===== config.mk =====
export PLATFORM = sky130hd
export DESIGN_NAME = uart_rx
export DESIGN_NICKNAME = d
export VERILOG_FILES = /design/src/rtl/uart_rx.sv
export SDC_FILE = /design/constraint.sdc
export NUM_CORES = 1
export LEC_CHECK = 0
export BUFFER_PORTS_ARGS = -buffer_cell sky130_fd_sc_hd__buf_2
export CORE_AREA = 10 10 93 95
export CTS_CLUSTER_SIZE = 10
export DETAILED_ROUTE_END_ITERATION = 8
export DIE_AREA = 0 0 103 105
export HOLD_SLACK_MARGIN = 0.1
export PLACE_DENSITY_LB_ADDON = 0.2
export SLEW_MARGIN = 20
export SYNTH_ARGS = -nofsm -noshare
export SYNTH_HDL_FRONTEND = slang
export SYNTH_SLANG_ARGS = --single-unit
export TNS_END_PERCENT = 20

===== constraint.sdc =====
create_clock -name clk -period 4.55 [get_ports clk]
set_input_delay 0.455 -clock clk [delete_from_list [all_inputs] [get_ports clk]]
set_output_delay 0.455 -clock clk [all_outputs]
set_load 0.005 [all_outputs]

===== src/rtl/uart_rx.sv =====
// 8N1 UART receiver: two-flop synchronizer, start/data/stop sampling FSM,
// first-word-fall-through receive FIFO and sticky framing/overrun flags.
module uart_rx #(
  parameter int CLKS_PER_BIT = 5208,
  parameter int DATA_BITS    = 8,
  parameter int FIFO_DEPTH   = 4
) (
  input  logic                 clk,
  input  logic                 reset,
  input  logic                 rx_i,
  input  logic                 rd_en_i,
  input  logic                 clr_err_i,
  output logic [DATA_BITS-1:0] data_o,
  output logic                 valid_o,
  output logic                 full_o,
  output logic                 busy_o,
  output logic                 frame_err_o,
  output logic                 overrun_o
);

  localparam int CW = $clog2(CLKS_PER_BIT);
  localparam int IW = (DATA_BITS > 1) ? $clog2(DATA_BITS) : 1;
  localparam int AW = $clog2(FIFO_DEPTH);

  localparam logic [CW-1:0] CNT_HALF = CW'(CLKS_PER_BIT / 2 - 1);
  localparam logic [CW-1:0] CNT_LAST = CW'(CLKS_PER_BIT - 1);
  localparam logic [IW-1:0] IDX_LAST = IW'(DATA_BITS - 1);

  typedef enum logic [2:0] {
    S_IDLE,
    S_START,
    S_DATA,
    S_STOP,
    S_WAIT_HIGH
  } state_e;

  // Input synchronizer; both flops idle high so reset looks like a quiet line.
  logic rx_meta_q;
  logic rx_s_q;

  always_ff @(posedge clk or negedge reset) begin
    if (!reset) begin
      rx_meta_q <= 1'b1;
      rx_s_q    <= 1'b1;
    end else begin
      rx_meta_q <= rx_i;
      rx_s_q    <= rx_meta_q;
    end
  end

  state_e                 state_q, state_d;
  logic [CW-1:0]          cnt_q, cnt_d;
  logic [IW-1:0]          idx_q, idx_d;
  logic [DATA_BITS-1:0]   shift_q, shift_d;
  logic                   push;
  logic                   ferr_set;

  always_ff @(posedge clk or negedge reset) begin
    if (!reset) begin
      state_q <= S_IDLE;
      cnt_q   <= '0;
      idx_q   <= '0;
      shift_q <= '0;
    end else begin
      state_q <= state_d;
      cnt_q   <= cnt_d;
      idx_q   <= idx_d;
      shift_q <= shift_d;
    end
  end

  always_comb begin
    state_d  = state_q;
    cnt_d    = cnt_q;
    idx_d    = idx_q;
    shift_d  = shift_q;
    push     = 1'b0;
    ferr_set = 1'b0;
    unique case (state_q)
      S_IDLE: begin
        if (!rx_s_q) begin
          state_d = S_START;
          cnt_d   = '0;
        end
      end
      S_START: begin
        if (cnt_q == CNT_HALF) begin
          if (!rx_s_q) begin
            state_d = S_DATA;
            cnt_d   = '0;
            idx_d   = '0;
          end else begin
            state_d = S_IDLE;
          end
        end else begin
          cnt_d = cnt_q + CW'(1);
        end
      end
      S_DATA: begin
        // Sampling at the full-bit count lands mid-bit because START ended mid-bit.
        if (cnt_q == CNT_LAST) begin
          shift_d = {rx_s_q, shift_q[DATA_BITS-1:1]};
          cnt_d   = '0;
          idx_d   = idx_q + IW'(1);
          if (idx_q == IDX_LAST) begin
            state_d = S_STOP;
          end
        end else begin
          cnt_d = cnt_q + CW'(1);
        end
      end
      S_STOP: begin
        if (cnt_q == CNT_LAST) begin
          if (rx_s_q) begin
            push    = 1'b1;
            state_d = S_IDLE;
          end else begin
            ferr_set = 1'b1;
            state_d  = S_WAIT_HIGH;
          end
        end else begin
          cnt_d = cnt_q + CW'(1);
        end
      end
      S_WAIT_HIGH: begin
        if (rx_s_q) begin
          state_d = S_IDLE;
        end
      end
      default: state_d = S_IDLE;
    endcase
  end

  // Receive FIFO: pointers carry one extra wrap bit to tell full from empty.
  logic [AW:0]          wr_ptr_q, wr_ptr_d;
  logic [AW:0]          rd_ptr_q, rd_ptr_d;
  logic [DATA_BITS-1:0] mem_q [FIFO_DEPTH];
  logic                 empty;
  logic                 full;
  logic                 pop;
  logic                 push_ok;
  logic                 drop;

  assign empty   = (wr_ptr_q == rd_ptr_q);
  assign full    = (wr_ptr_q[AW-1:0] == rd_ptr_q[AW-1:0]) && (wr_ptr_q[AW] != rd_ptr_q[AW]);
  assign pop     = rd_en_i && !empty;
  assign push_ok = push && (!full || pop);
  assign drop    = push && full && !pop;

  assign wr_ptr_d = push_ok ? wr_ptr_q + (AW+1)'(1) : wr_ptr_q;
  assign rd_ptr_d = pop     ? rd_ptr_q + (AW+1)'(1) : rd_ptr_q;

  always_ff @(posedge clk or negedge reset) begin
    if (!reset) begin
      wr_ptr_q <= '0;
      rd_ptr_q <= '0;
    end else begin
      wr_ptr_q <= wr_ptr_d;
      rd_ptr_q <= rd_ptr_d;
    end
  end

  always_ff @(posedge clk) begin
    if (push_ok) begin
      mem_q[wr_ptr_q[AW-1:0]] <= shift_q;
    end
  end

  // Sticky error flags; a new error in the clearing cycle must not be lost.
  logic frame_err_q, frame_err_d;
  logic overrun_q, overrun_d;

  always_comb begin
    frame_err_d = frame_err_q;
    overrun_d   = overrun_q;
    if (clr_err_i) begin
      frame_err_d = 1'b0;
      overrun_d   = 1'b0;
    end
    if (ferr_set) begin
      frame_err_d = 1'b1;
    end
    if (drop) begin
      overrun_d = 1'b1;
    end
  end

  always_ff @(posedge clk or negedge reset) begin
    if (!reset) begin
      frame_err_q <= 1'b0;
      overrun_q   <= 1'b0;
    end else begin
      frame_err_q <= frame_err_d;
      overrun_q   <= overrun_d;
    end
  end

  assign data_o      = empty ? '0 : mem_q[rd_ptr_q[AW-1:0]];
  assign valid_o     = !empty;
  assign full_o      = full;
  assign busy_o      = (state_q != S_IDLE);
  assign frame_err_o = frame_err_q;
  assign overrun_o   = overrun_q;

endmodule


==> summary.md <==
| Metric | Value |
|---|---|
| Post-CTS Setup Bufs | `0` |
| Initial Util | `0.496` |
| Final Hold Viols | `0` |
| Synth Register Bits | `69` |
| Crit-path leading delay family | `flip-flops` |
| Pwr Density | `345 mW/mm²` |
| Multi-input gate area | `0.00135 mm²` |
| Share of layout cells above drive strength 1 | `0.235` |
| Final Max Tran Viols | `0` |
| IO Pins | `18` |
| Total wire length | `6.07 mm` |
| Die Y | `105 µm` |
| Cells after DPL | `345` |
| Synth area leaders | `edfxtp_1 (29%), dfrtp_1 (26%), mux4_2 (5.4%)` |
| P_leak | `1.52 nW` |
| Net count, final | `289` |
| Endpoints failing setup | `0` |
| Met3 usage | `0.0310` |
| Clk sinks | `69` |
| GRT overflow | `0` |
| Via count | `2064` |
| Max-cap check violation count | `0` |
| TritonCTS clock tree | `yes` |
| Yosys cell types | `54` |
| Worst path slowest cell | `dfrtp_1` |
| H-tree depth | `3` |
| Diodes inserted | `0` |
| Remaining DRCs | `0` |
| Seq/Total Area, Yosys | `0.563` |
| Critical Path End Type | `output pin` |
| Most numerous cell in the Yosys netlist | `dfrtp_1` |
| Die area | `0.0108 mm²` |
| Flip-flop and latch area | `0.00189 mm²` |
| Clock Tree Root | `clkbuf_8` |
| CP Max Fanout | `11` |
| Max VDD drop | `0.139 mV` |
| First-pass GRT wire length | `10.2 mm` |
| Syn_area_per_cell | `13.0 µm²` |
| DRT Pass-1 Iters | `4` |
| Port bufs | `17` |
| Clk slew on worst S/H paths | `80 ps` |
| Compound-Gate Fraction of Synth Area | `0.103` |
| Outcome | `complete, no violations` |
| Setup Crit Path Kind | `flip-flop to output pin` |
| CTS max path bufs | `2` |
| Final Non-Filler Cells | `361` |
| Post-synthesis xor/xnor area fraction | `0.0209` |
| Crit path largest cell delay | `760 ps` |
| Leading register cell type out of synthesis | `dfrtp_1` |
| Vias/cell | `5.72` |
| Worst path arrival time | `2050 ps` |
| Startpoint Class | `flip-flop` |
| Gr busiest metal | `met2` |
| Grt met2 use | `0.180` |
| YS warnings | `0` |
| Initial antenna violation count | `0` |
| Synth Area in Simple Gates | `0.147` |
| Most frequent cells after synthesis | `dfrtp_1 (35), edfxtp_1 (32), inv_1 (18)` |
| Num rows | `30` |
| Core Area | `0.00676 mm²` |
| Yosys top cell area share | `0.287` |
| Final worst-path cycle share | `0.550` |
| Syn Inst Count | `258` |
| CP Cell Sequence | `xnor2_1 > nand3_1 > and2_1 > buf_2` |
| Post-synthesis mux area share | `0.0993` |
| Rel. slew slack | `0.442` |
| Worst-Skew Late Latency | `340 ps` |
| Tot GR Track Use | `0.118` |
| Slew @ Worst Pin | `837 ps` |
| Min cycle time layout | `2500 ps` |
| Cell taking the most area after synthesis | `edfxtp_1` |
| Setup TNS | `0 ps` |
| TritonCTS buffer count | `9` |
| # hold bufs at CTS | `0` |
| Post-synth EDFFs | `32` |
| DRT antenna net count | `0` |
| Clock skew | `8.88 ps` |
| Syn_nets | `271` |
| Worst hold-check path type | `input pin to asynchronous set/reset pin` |
| RSZ-0062 raised after global routing | `false` |
| Mapped Area | `0.00335 mm²` |
| Adder-cell share of the synthesized area | `0.0299` |
| CTS resizes | `0` |
| Largest net degree at the start of global routing | `38` |
| Required time worst endpoint | `4090 ps` |
| Drt wl/cell | `16.8 µm` |
| Internal reg-to-reg setup slack | `2150 ps` |
| HPWL after DPL | `4.06 mm` |
| Post-synth ARST share | `0.536` |
| Number of global-route vias before repair | `2019` |
| Gpl congestion | `0.782` |
| Largest family of logic cells by synthesized area | `simple AND/OR/NAND/NOR gates` |
| Sum of buffers and inverters on the critical path | `1` |
| Area growth syn-to-layout | `9.51%` |
| Fillers | `596` |
| Max frequency | `400 MHz` |
| Met1 Use GR | `0.155` |
| Iter 0 DRT Violations | `57` |
| Die width | `103 µm` |
==> worst reg2reg max path: stages (launching register included) <==
cell	delay, ps
dfrtp_1	490
nor4b_4	460
nand3_1	200
nor4_4	420
and2_1	480
==> metrics by stage <==
stage               instance area [µm²]  setup slack (ps)  power (mW)   util  hold WS [ps]
floorplan                          3350              2550       0.810      -           159
global placement                   3490              2010       0.841  0.517           346
detailed placement                 3490              1960       0.845  0.517           350
CTS                                3670              1920        1.29  0.543           194
global route                       3670              1810        1.33  0.544           197
finish                             3670              2050        1.27  0.544           206
==> per-layer routing <==
metal	wire length [µm]	up-vias
met3	208	8
met5	0	-
li1	-	1015
met2	2950	25
met4	76	0
met1	2840	1016
==> power by group <==
group	switching (mW)	leakage (nW)	total, mW	internal (mW)
registers	0.0536	0.856	0.716	0.663
clock network	0.241	0.0755	0.440	0.198
logic	0.0445	0.591	0.109	0.0648
total	0.340	1.52	1.27	0.926
==> cells by family (layout without fill, tap and decap cells) <==
group                    after synthesis  count (layout)
XOR/XNOR                               8               8
adder cells (fa/ha/maj)                8               8
buffers and inverters                 29              52
multiplexers                          19              19
flip-flops                            69              69
AND/OR/NAND/NOR                       77              77
AO/OA/AOI/OAI                         48              48
==> area by class of cell <==
| class | instances | share of cell area |
|---|---|---|
| flip-flops and latches | 69 | 0.514 |
| multi-input cells | 160 | 0.367 |
| clock buffers | 9 | 0.0337 |
| well taps | 80 | 0.0273 |
| repair buffers | 18 | 0.0252 |
| inverters | 18 | 0.0184 |
| clock inverters | 7 | 0.0140 |
==> registers in the layout, indices dropped and copies added (netlist names) <==
name         count
cnt_q           13
frame_err_o      1
idx_q            3
mem_q           32
overrun_o        1
rd_ptr_q         3
rx_meta_q        1
rx_s_q           1
shift_q          8
state_q          3
wr_ptr_q         3
==> layout by cell type (no fill, tap or decap), types with 2 or more instances in the layout <==
cell type / count
a21oi_1: 2
a221o_1: 2
a31oi_1: 3
and2_1: 15
and4bb_2: 4
buf_2: 17
clkbuf_8: 9
clkinvlp_4: 4
dfrtp_1: 35
dfstp_2: 2
edfxtp_1: 32
ha_1: 8
inv_1: 18
mux2_2: 2
mux2_4: 8
mux4_2: 8
nand2_1: 17
nand2b_1: 2
nand3_1: 6
nand4_1: 3
nor2_1: 8
nor2b_1: 2
nor3_1: 3
nor4_1: 4
o211ai_1: 2
o21ai_0: 12
o221ai_1: 9
o22ai_1: 3
o31ai_1: 2
or3_1: 2
or4_1: 3
xnor2_1: 8
==> final timing paths <==
check	from	to	depth (start not counted)
worst max-delay path	rd_ptr_q[0]	data_o[4]	4
worst min-delay path	reset	idx_q[1]	1
worst max register to register	cnt_q[5]	mem_q[1][5]	4
worst min register to register	rx_meta_q	rx_s_q	0
max in group asynchronous	reset	shift_q[4]	1
min in group clk	rx_i	rx_meta_q	1
Power figures use the tool's default switching activity.
